### config.mk
export PLATFORM = sky130hd
export DESIGN_NAME = debug_wb_arbiter
export DESIGN_NICKNAME = d
export VERILOG_FILES = /design/src/rtl/debug_wb_arbiter.sv
export SDC_FILE = /design/constraint.sdc
export NUM_CORES = 1
export LEC_CHECK = 0
export CORE_AREA = 3 3 124 126
export DETAILED_ROUTE_END_ITERATION = 8
export DIE_AREA = 0 0 127 129
export PLACE_DENSITY = 0.51
export SYNTH_ARGS = -nofsm -noshare
export SYNTH_HDL_FRONTEND = slang
export SYNTH_SLANG_ARGS = --single-unit
### constraint.sdc
create_clock -name core_clk -period 2 [get_ports core_clk]
set_clock_uncertainty 0.2 [all_clocks]
set_input_delay 0.3 -clock core_clk [delete_from_list [all_inputs] [get_ports core_clk]]
set_output_delay 0.3 -clock core_clk [all_outputs]
set_load 0.01 [all_outputs]
### src/rtl/debug_wb_arbiter.sv
// debug_wb_arbiter
//   Two-master Wishbone arbiter: m0 is the CPU, m1 the debug (UART) master.
//   m1 is only considered while debug_mode=1 and normally wins a simultaneous
//   request, but after FAIRNESS_MAX back-to-back wins over a waiting CPU the
//   CPU is served. Grants are registered (one cycle of arbitration latency);
//   once granted, the slave bus mirrors the owning master combinationally.
//
//   Build option: define DEBUG_WB_ARB_TIMEOUT_EN to add a stall watchdog.
//   A strobe left unanswered for TIMEOUT_CYCLES cycles is terminated with an
//   error to the owner, a timeout_o pulse, and a return to IDLE. Without the
//   macro a stalled slave holds the grant indefinitely and timeout_o is 0.
//
// Ports
//   core_clk, core_rstn      clock, synchronous active-low reset
//   debug_mode               allows m1 to request the bus
//   m0_* / m1_*              CPU / debug master Wishbone ports
//   s_*                      shared slave Wishbone port
//   grant_o                  one-hot {m1,m0}, 00 when idle
//   timeout_o                one-cycle watchdog pulse
//
// state | meaning
// IDLE  | no owner, slave strobes low, arbitrating on current requests
// GNT0  | CPU owns the slave until m0_cyc_i falls (or watchdog fires)
// GNT1  | debug master owns the slave until m1_cyc_i falls (or watchdog)

module debug_wb_arbiter #(
  parameter int TIMEOUT_CYCLES = 255,
  parameter int FAIRNESS_MAX   = 4
) (
  input  logic        core_clk,
  input  logic        core_rstn,
  input  logic        debug_mode,

  input  logic        m0_cyc_i,
  input  logic        m0_stb_i,
  input  logic        m0_we_i,
  input  logic [3:0]  m0_sel_i,
  input  logic [31:0] m0_adr_i,
  input  logic [31:0] m0_dat_i,
  output logic [31:0] m0_dat_o,
  output logic        m0_ack_o,
  output logic        m0_err_o,

  input  logic        m1_cyc_i,
  input  logic        m1_stb_i,
  input  logic        m1_we_i,
  input  logic [3:0]  m1_sel_i,
  input  logic [31:0] m1_adr_i,
  input  logic [31:0] m1_dat_i,
  output logic [31:0] m1_dat_o,
  output logic        m1_ack_o,
  output logic        m1_err_o,

  output logic        s_cyc_o,
  output logic        s_stb_o,
  output logic        s_we_o,
  output logic [3:0]  s_sel_o,
  output logic [31:0] s_adr_o,
  output logic [31:0] s_dat_o,
  input  logic [31:0] s_dat_i,
  input  logic        s_ack_i,
  input  logic        s_err_i,

  output logic [1:0]  grant_o,
  output logic        timeout_o
);

  typedef enum logic [1:0] {
    IDLE = 2'b00,
    GNT0 = 2'b01,
    GNT1 = 2'b10
  } state_t;

  localparam int FW = $clog2(FAIRNESS_MAX + 1);

  state_t          state, state_nxt;
  logic [FW-1:0]   fair_cnt, fair_nxt;
  logic            req0, req1;
  logic            timeout;

  assign req0 = m0_cyc_i;
  assign req1 = m1_cyc_i & debug_mode;

  always_ff @(posedge core_clk) begin
    if (!core_rstn) begin
      state    <= IDLE;
      fair_cnt <= '0;
    end else begin
      state    <= state_nxt;
      fair_cnt <= fair_nxt;
    end
  end

  always_comb begin
    state_nxt = state;
    fair_nxt  = fair_cnt;
    case (state)
      IDLE: begin
        if (req0 && req1) begin
          // Debug wins ties until it has starved the CPU FAIRNESS_MAX times.
          if (fair_cnt == FW'(FAIRNESS_MAX)) state_nxt = GNT0;
          else                               state_nxt = GNT1;
        end else if (req0) begin
          state_nxt = GNT0;
        end else if (req1) begin
          state_nxt = GNT1;
        end

        if (state_nxt == GNT0) begin
          fair_nxt = '0;
        end else if (state_nxt == GNT1 && req0 && fair_cnt != FW'(FAIRNESS_MAX)) begin
          fair_nxt = fair_cnt + FW'(1);
        end
      end
      GNT0: if (!m0_cyc_i || timeout) state_nxt = IDLE;
      // debug_mode is deliberately ignored here so a started debug cycle completes.
      GNT1: if (!m1_cyc_i || timeout) state_nxt = IDLE;
      default: state_nxt = IDLE;
    endcase
  end

  always_comb begin
    s_cyc_o  = 1'b0;
    s_stb_o  = 1'b0;
    s_we_o   = 1'b0;
    s_sel_o  = '0;
    s_adr_o  = '0;
    s_dat_o  = '0;
    m0_ack_o = 1'b0;
    m0_err_o = 1'b0;
    m0_dat_o = '0;
    m1_ack_o = 1'b0;
    m1_err_o = 1'b0;
    m1_dat_o = '0;
    case (state)
      GNT0: begin
        s_cyc_o  = m0_cyc_i;
        s_stb_o  = m0_stb_i;
        s_we_o   = m0_we_i;
        s_sel_o  = m0_sel_i;
        s_adr_o  = m0_adr_i;
        s_dat_o  = m0_dat_i;
        m0_ack_o = s_ack_i;
        m0_err_o = s_err_i | timeout;
        m0_dat_o = s_dat_i;
      end
      GNT1: begin
        s_cyc_o  = m1_cyc_i;
        s_stb_o  = m1_stb_i;
        s_we_o   = m1_we_i;
        s_sel_o  = m1_sel_i;
        s_adr_o  = m1_adr_i;
        s_dat_o  = m1_dat_i;
        m1_ack_o = s_ack_i;
        m1_err_o = s_err_i | timeout;
        m1_dat_o = s_dat_i;
      end
      default: ;
    endcase
  end

  assign grant_o   = state;
  assign timeout_o = timeout;

`ifdef DEBUG_WB_ARB_TIMEOUT_EN
  localparam int TW = $clog2(TIMEOUT_CYCLES + 1);

  logic [TW-1:0] to_cnt;
  logic          stalled;

  // to_cnt holds the number of earlier consecutive stalled cycles, so the
  // watchdog fires combinationally during the TIMEOUT_CYCLES-th one. The
  // state then leaves GNTx, so any later ack never reaches the master.
  assign stalled = (state != IDLE) && s_stb_o && !s_ack_i && !s_err_i;
  assign timeout = stalled && (to_cnt == TW'(TIMEOUT_CYCLES - 1));

  always_ff @(posedge core_clk) begin
    if (!core_rstn)              to_cnt <= '0;
    else if (stalled && !timeout) to_cnt <= to_cnt + TW'(1);
    else                         to_cnt <= '0;
  end
`else
  assign timeout = 1'b0;
`endif

endmodule

==> results of run 1 <==
## report_power, final
group | internal (uW) | switching, uW | total, uW
clock | 265 | 78.4 | 344
sequential | 106 | 5.78 | 111
combinational | 1040 | 676 | 1720
total | 1410 | 760 | 2170
## state kept, by name (all words and copies together), names as in the netlist
name      count
fair_cnt      3
grant_o       2
## cell families after synthesis
family	after synthesis	share of synthesized area [%]
adder cells (fa/ha/maj)	5	3.21
flip-flops	5	5.14
AND/OR/NAND/NOR	150	47.8
other	1	0.192
buffers and inverters	37	10.7
multiplexers	1	0.514
AO/OA/AOI/OAI	85	32.4
## routing by layer
layer,GRT usage [%],vias up
met5,0,-
met3,4.11,9
met2,32.7,185
met1,19.2,1693
li1,-,1708
met4,1.96,2
## critical path, stage by stage (launching register included)
cell and delay [ns]:
dfxtp_4 0.35, buf_6 0.11, ha_4 0.21, buf_8 0.16, buf_16 0.14, a22oi_2 0.19, nor2b_1 0.07, buf_2 0.14
## layout make-up
cell class                 instances  area, sq um
inverter                           5         23.8
fill                            1475         8310
tap                              184          230
sequential                         5          105
multi-input combinational        242         2030
timing repair buffer             383         3640
clock buffer                       4         78.8
## per-stage QoR
step	cells	worst slack, ns	area [sq um]	util (%)	TNS [ns]
after global placement	776	-0.265	5440	37.7	-23.85
after CTS	814	-0.130	5940	41.2	-4.00
final	823	-0.111	6110	42.4	-3.92
after floorplan	284	0.154	1950	-	0
after global routing	823	-0.172	6110	42.4	-8.90
after detailed placement	776	-0.253	5440	37.7	-24.68
## timing repair
item	4_1_cts	5_1_grt
pin swaps	21	14
cloned	16	7
gates resized for setup	625	56
setup endpoints to repair	139	125
setup buffers	20	4
## placed cells by master, fill, tap and decap left out, types with 6 or more instances in the layout
cell               n
buf_16            14
buf_12            11
clkbuf_16         10
buf_2            125
nor2b_1           70
and2_1            64
a22oi_2           69
buf_6             19
buf_4             15
clkdlybuf4s50_1  180
clkbuf_2           6
## worst paths after layout
check	startpoint	end	cells past startpoint
worst max-delay path	grant_o[1]	s_dat_o[25]	7
worst min-delay path	fair_cnt[1]	fair_cnt[1]	2
worst max register to register	grant_o[1]	grant_o[0]	8
worst min register to register	fair_cnt[1]	fair_cnt[1]	2
==> summary.md, run 1 <==
| Metric | Value |
|---|---|
| Status | `finished, violations left` |
| Failing checks | `negative setup slack` |
| CP Launch Type | `flip-flop` |
| Capturing element type of the critical path | `output port` |
| Ys flop type | `dfxtp_1` |
| Top-count cell post-synth | `nor2b_1` |
| VDD IR-drop max | `0.205 mV` |
| H-tree levels | `1` |
| DR WL/cell | `19.4 um` |
| CTS max path bufs | `2` |
| Maximum clock frequency | `474 MHz` |
| DR iter-0 viols | `56` |
| Pleak | `roughly 0.0026 uW` |
| Io pins | `321` |
| GRT Overall Usage | `16.9%` |
| Syn nets | `~470` |
| Hold slack | `~0.3 ns` |
| RSZ-0062 raised after global routing | `yes` |
| Initial antenna violation count | `1` |
| DR WL met3 | `roughly 1200 um` |
| Synthesized area | `1950 sq um` |
| Synth top area cells | `a22oi_1 27%, nor2b_1 23%, and2_1 22%, dfxtp_1 5.1%, ha_1 3.2%` |
| Post-synth EDFFs | `0` |
| Std cell rows | `44` |
| Area leader, netlist | `a22oi_1` |
| CP Class | `reg2out` |
| Largest net degree at the start of global routing | `27` |
| CP Data Required Time | `1.50 ns` |
| Synthesized area per cell | `6.86 sq um` |
| Congestion Overflow GR | `0` |
| CTS tree | `yes` |
| Ys async rst share | `0%` |
| Post-Syn Instances | `284` |
| Die area | `16400 sq um` |
| RePlAce Congestion | `approximately 0.85` |
| Register area share after synthesis | `5.14%` |
| Areal power density over the cells | `roughly 360 nW/um^2` |
| Metal-1 WL | `6140 um` |
| Fin. max-slew vios | `0` |
| Clk_lat worst skew | `between 0.2 and 0.25 ns` |
| ANT cells | `0` |
| First-pass DRT Iterations | `4` |
| Share of layout cells above drive strength 1 | `45.5%` |
| DR vias | `3597` |
| Port bufs | `319` |
| DP HPWL | `10700 um` |
| Net count of the finished layout | `824` |
| Pwr Total | `about 2200 uW` |
| Syn-to-layout area delta | `214%` |
| Final setup viols | `76` |
| Yosys cell types | `31` |
| Final hold vios | `0` |
| Commonest cells post-synth | `71 x nor2b_1, 70 x a22oi_1, 68 x and2_1` |
| Clock period minus worst slack | `2.11 ns` |
| Worst-path maximum fanout | `7` |
| Top-area cell type share of the netlist area | `between 20% and 30%` |
| Global-route wire length before repair | `21700 um` |
| Vias in the first global route | `3733` |
| Initial Util | `a little over an eighth` |
| Worst setup margin | `-0.111 ns` |
| Die X | `127 um` |
| TritonCTS buffer count | `3` |
| Max Cap Violations | `0` |
| Routed WL | `15900 um` |
| Final period utilization | `106%` |
| Vias/cell | `approximately 4.4` |
| Sink Count | `5` |
| Seq cells post-synth | `5` |
| Die height | `129 um` |
| Post-CTS Hold Buffers | `0` |
| Met2 Wirelength | `about 8500 um` |
| R2r setup slk | `0.18 ns` |
| CTS clk-pin slew, worst paths | `0.04 ns` |
| Core area | `14400 sq um` |
| # DRC | `0` |
| Hold Path Class | `reg2reg` |
| Highest Signal Layer | `met5` |
| Clk root buf | `clkbuf_16` |
| Synth warnings | `0` |
| Remaining antenna violation count | `0` |
| CP arrival | `1.61 ns` |
(Power assumes the default switching activity.)
==> run 2, diff against run 1 <==
--- a/config.mk
+++ b/config.mk
@@ -5,6 +5,7 @@
 export SDC_FILE = /design/constraint.sdc
 export NUM_CORES = 1
 export LEC_CHECK = 0
+export CAP_MARGIN = 10
 export CORE_AREA = 3 3 124 126
 export DETAILED_ROUTE_END_ITERATION = 8
 export DIE_AREA = 0 0 127 129
==> results of run 2 <==
No change in the layout: final DEF, timing and power equal those of run 1.
==> run 3, diff against run 2 <==
--- a/config.mk
+++ b/config.mk
@@ -5,11 +5,13 @@
 export SDC_FILE = /design/constraint.sdc
 export NUM_CORES = 1
 export LEC_CHECK = 0
+export ABC_AREA = 1
 export CAP_MARGIN = 10
 export CORE_AREA = 3 3 124 126
+export CTS_CLUSTER_DIAMETER = 150
 export DETAILED_ROUTE_END_ITERATION = 8
 export DIE_AREA = 0 0 127 129
-export PLACE_DENSITY = 0.51
+export PLACE_DENSITY_LB_ADDON = 0.1
 export SYNTH_ARGS = -nofsm -noshare
 export SYNTH_HDL_FRONTEND = slang
 export SYNTH_SLANG_ARGS = --single-unit
==> run 3 against run 2 <==
- the flow still finishes with violations (negative setup slack)
- hold slack lost 0.0075 ns
- clock power shrank 5%
- count of clock-buffer cells in the layout is the same
==> summary.md, run 3 <==
| Metric | Value |
|---|---|
| Status | `finished, violations left` |
| Failing checks | `negative setup slack` |
| Logic pwr share | `79.7%` |
| Register area share after synthesis | `5.15%` |
| Routed WL | `around 17000 um` |
| Slowest cell on crit path | `dfxtp_4` |
| Io pins | `321` |
| Ys async rst share | `0%` |
| RePlAce Congestion | `0.889` |
| CP arrival | `between 1.5 and 2 ns` |
| Worst hold start | `fair_cnt[1]` |
| Final setup viols | `74` |
| Switching share of power | `37.9%` |
| Post-CTS Hold Buffers | `0` |
| Largest net degree at the start of global routing | `28` |
| Worst-path maximum fanout | `12` |
| Areal power density over the cells | `342 nW/um^2` |
| First-pass DRT Iterations | `4` |
| Max Cap Violations | `0` |
| Syn nets | `618` |
| Die height | `129 um` |
| Vias in the first global route | `between 3000 and 4000` |
| ANT cells | `0` |
| Maximum clock frequency | `~480 MHz` |
| Synthesized area | `1940 sq um` |
| Clk_lat worst skew | `0.22 ns` |
| DR vias | `4049` |
| R2r setup slk | `~0.13 ns` |
| R2R Path Start | `grant_o[0]` |
| Ys flop type | `dfxtp_1` |
| Pleak | `~0.0033 uW` |
| CP Class | `reg2out` |
| Start point of the critical path | `grant_o[0]` |
| CP max stage delay | `0.35 ns` |
| Net count of the finished layout | `990` |
| Fin. max-slew vios | `0` |
| Top-count cell post-synth | `nand2_1` |
| Final period utilization | `103%` |
| Vias/cell | `~4` |
| Sink Count | `5` |
| H-tree levels | `1` |
| Top-area cell type share of the netlist area | `41.9%` |
| Port bufs | `319` |
| Post-route setup TNS | `-1.96 ns` |
| RSZ-0062 raised after global routing | `yes` |
| Die X | `127 um` |
| Commonest non-fill, non-tap cell in the layout | `clkdlybuf4s50_1` |
| Hold path cells | `2` |
| Final hold vios | `0` |
| TritonCTS buffer count | `3` |
| Die area | `~16000 sq um` |
| DP HPWL | `11400 um` |
| Std cell rows | `44` |
| Remaining antenna violation count | `0` |
| Capturing element type of the critical path | `output port` |
| CTS tree | `yes` |
| Initial Util | `13.5%` |
| Yosys cell types | `22` |
| Synthesized area per cell | `~4.5 sq um` |
| Internal power component | `1340 uW` |
| CTS clk-pin slew, worst paths | `0.03 ns` |
| Post-synth EDFFs | `0` |
| CTS max path bufs | `2` |
| Global-route wire length before repair | `~21000 um` |
| # DRC | `0` |
| CP cell instances | `inv_4, buf_12, ha_4, inv_8, buf_16, a21oi_1, buf_2` |
| Synth warnings | `0` |
| CP Launch Type | `flip-flop` |
| Largest Register | `fair_cnt` |
| Worst-case reg-to-reg path depth | `12` |
| Syn-to-layout area delta | `224%` |
| Worst setup margin | `-0.0620 ns` |
| Area leader, netlist | `nand2_1` |
| Pwr Total | `2160 uW` |
| Seq cells post-synth | `5` |
| Clk root buf | `clkbuf_16` |
| Congestion Overflow GR | `0` |
| Synth top area cells | `nand2_1 42%, a21oi_1 19%, inv_1 14%, dfxtp_1 5.1%, buf_2 3.6%` |
| GRT Overall Usage | `16.6%` |
| Commonest cells post-synth | `217 x nand2_1, 74 x a21oi_1, 72 x inv_1` |
| Most frequent cells in the layout | `179 x clkdlybuf4s50_1, 170 x nand2_1, 93 x buf_2` |
| DR WL/cell | `16.8 um` |
| Core area | `14400 sq um` |
| CP Data Required Time | `1.50 ns` |
| Hold Path Class | `reg2reg` |
| Initial antenna violation count | `3` |
| Max reg flops | `3` |
| Clock power share | `15.1%` |
| DR iter-0 viols | `between 100 and 150` |
| Net Sw Power | `818 uW` |
| Clock period minus worst slack | `slightly above 2 ns` |
| Post-Syn Instances | `434` |
| VDD IR-drop max | `0.282 mV` |
| Hold slack | `~0.3 ns` |
| Share of layout cells above drive strength 1 | `41.2%` |
| Reg power frac | `5.2%` |
run 3: cell count changes in the layout (fill, tap and decap cells not counted), moves of 17 or more:
cell,before,now
nand2_2,1,30
nand2_1,4,170
inv_1,3,67
clkbuf_2,6,30
buf_2,125,93
a21oi_2,0,45
and2_1,64,0
nand2_4,0,17
a22oi_2,69,0
nor2b_1,70,0
a21oi_1,4,28
run 3: timing repair:
| action | in CTS | in global routing |
|---|---|---|
| pin swaps | 14 | 32 |
| endpoints found under the setup margin | 139 | 132 |
| resized for setup | 516 | 183 |
| cloned | 8 | 15 |
| setup buffers | 30 | 11 |
run 3: final timing paths:
| kind | end |
|---|---|
| max reg2reg | grant_o[1] |
| min | fair_cnt[1] |
| min reg2reg | fair_cnt[1] |
| max | s_dat_o[30] |
run 3: kinds of logic after synthesis:
| kind of cell | synth area share, % |
|---|---|
| AOI/OAI and AO/OA | 21.2 |
| xor gates and xnor gates | 0.451 |
| adders and majority gates | 3.22 |
| buffers and inverters | 25.0 |
| DFF | 5.15 |
| other | 0.193 |
| and+or+nand+nor | 44.8 |
run 3: critical path: cells and delay by family (launching register included):
family | cells | cell delay (ns)
flip-flops | 1 | 0.35
adder cells (fa/ha/maj) | 1 | 0.28
AO/OA/AOI/OAI | 1 | 0.12
buffers and inverters | 5 | 0.57
run 3: area by class of cell:
cell class,count,area (sq um)
fillers,1521,8120
clock buffers,4,78.8
repair buffers,399,3790
multi-input cells,315,1780
well taps,184,230
flip-flops and latches,5,105
inverters,82,320
run 3: power groups by stage:
stage	Combinational (uW)	Sequential, uW	Clock, uW
floorplan	422	113	0
global placement	1220	109	0
detailed placement	1220	109	0
CTS	1430	110	332
global route	1840	112	345
finish	1720	111	326
run 3: metal layers:
layer | vias up | track usage (%) | part of all wire, %
li1 | 2039 | - | -
met1 | 1802 | 18.2 | 37
met2 | 176 | 33.0 | 54
met3 | 26 | 3.74 | 6.8
met4 | 6 | 2.15 | 1.7
met5 | - | 0 | 0.20
run 3: stage by stage:
stage | setup slack [ns] | instances | util [%] | cell area (sq um)
2_1_floorplan | 0.206 | 434 | - | 1940
3_3_place_gp | -0.204 | 929 | 38.1 | 5490
3_5_place_dp | -0.257 | 929 | 38.1 | 5490
4_1_cts | -0.163 | 971 | 39.9 | 5750
5_1_grt | -0.130 | 989 | 43.7 | 6310
6_report | -0.0620 | 989 | 43.7 | 6310
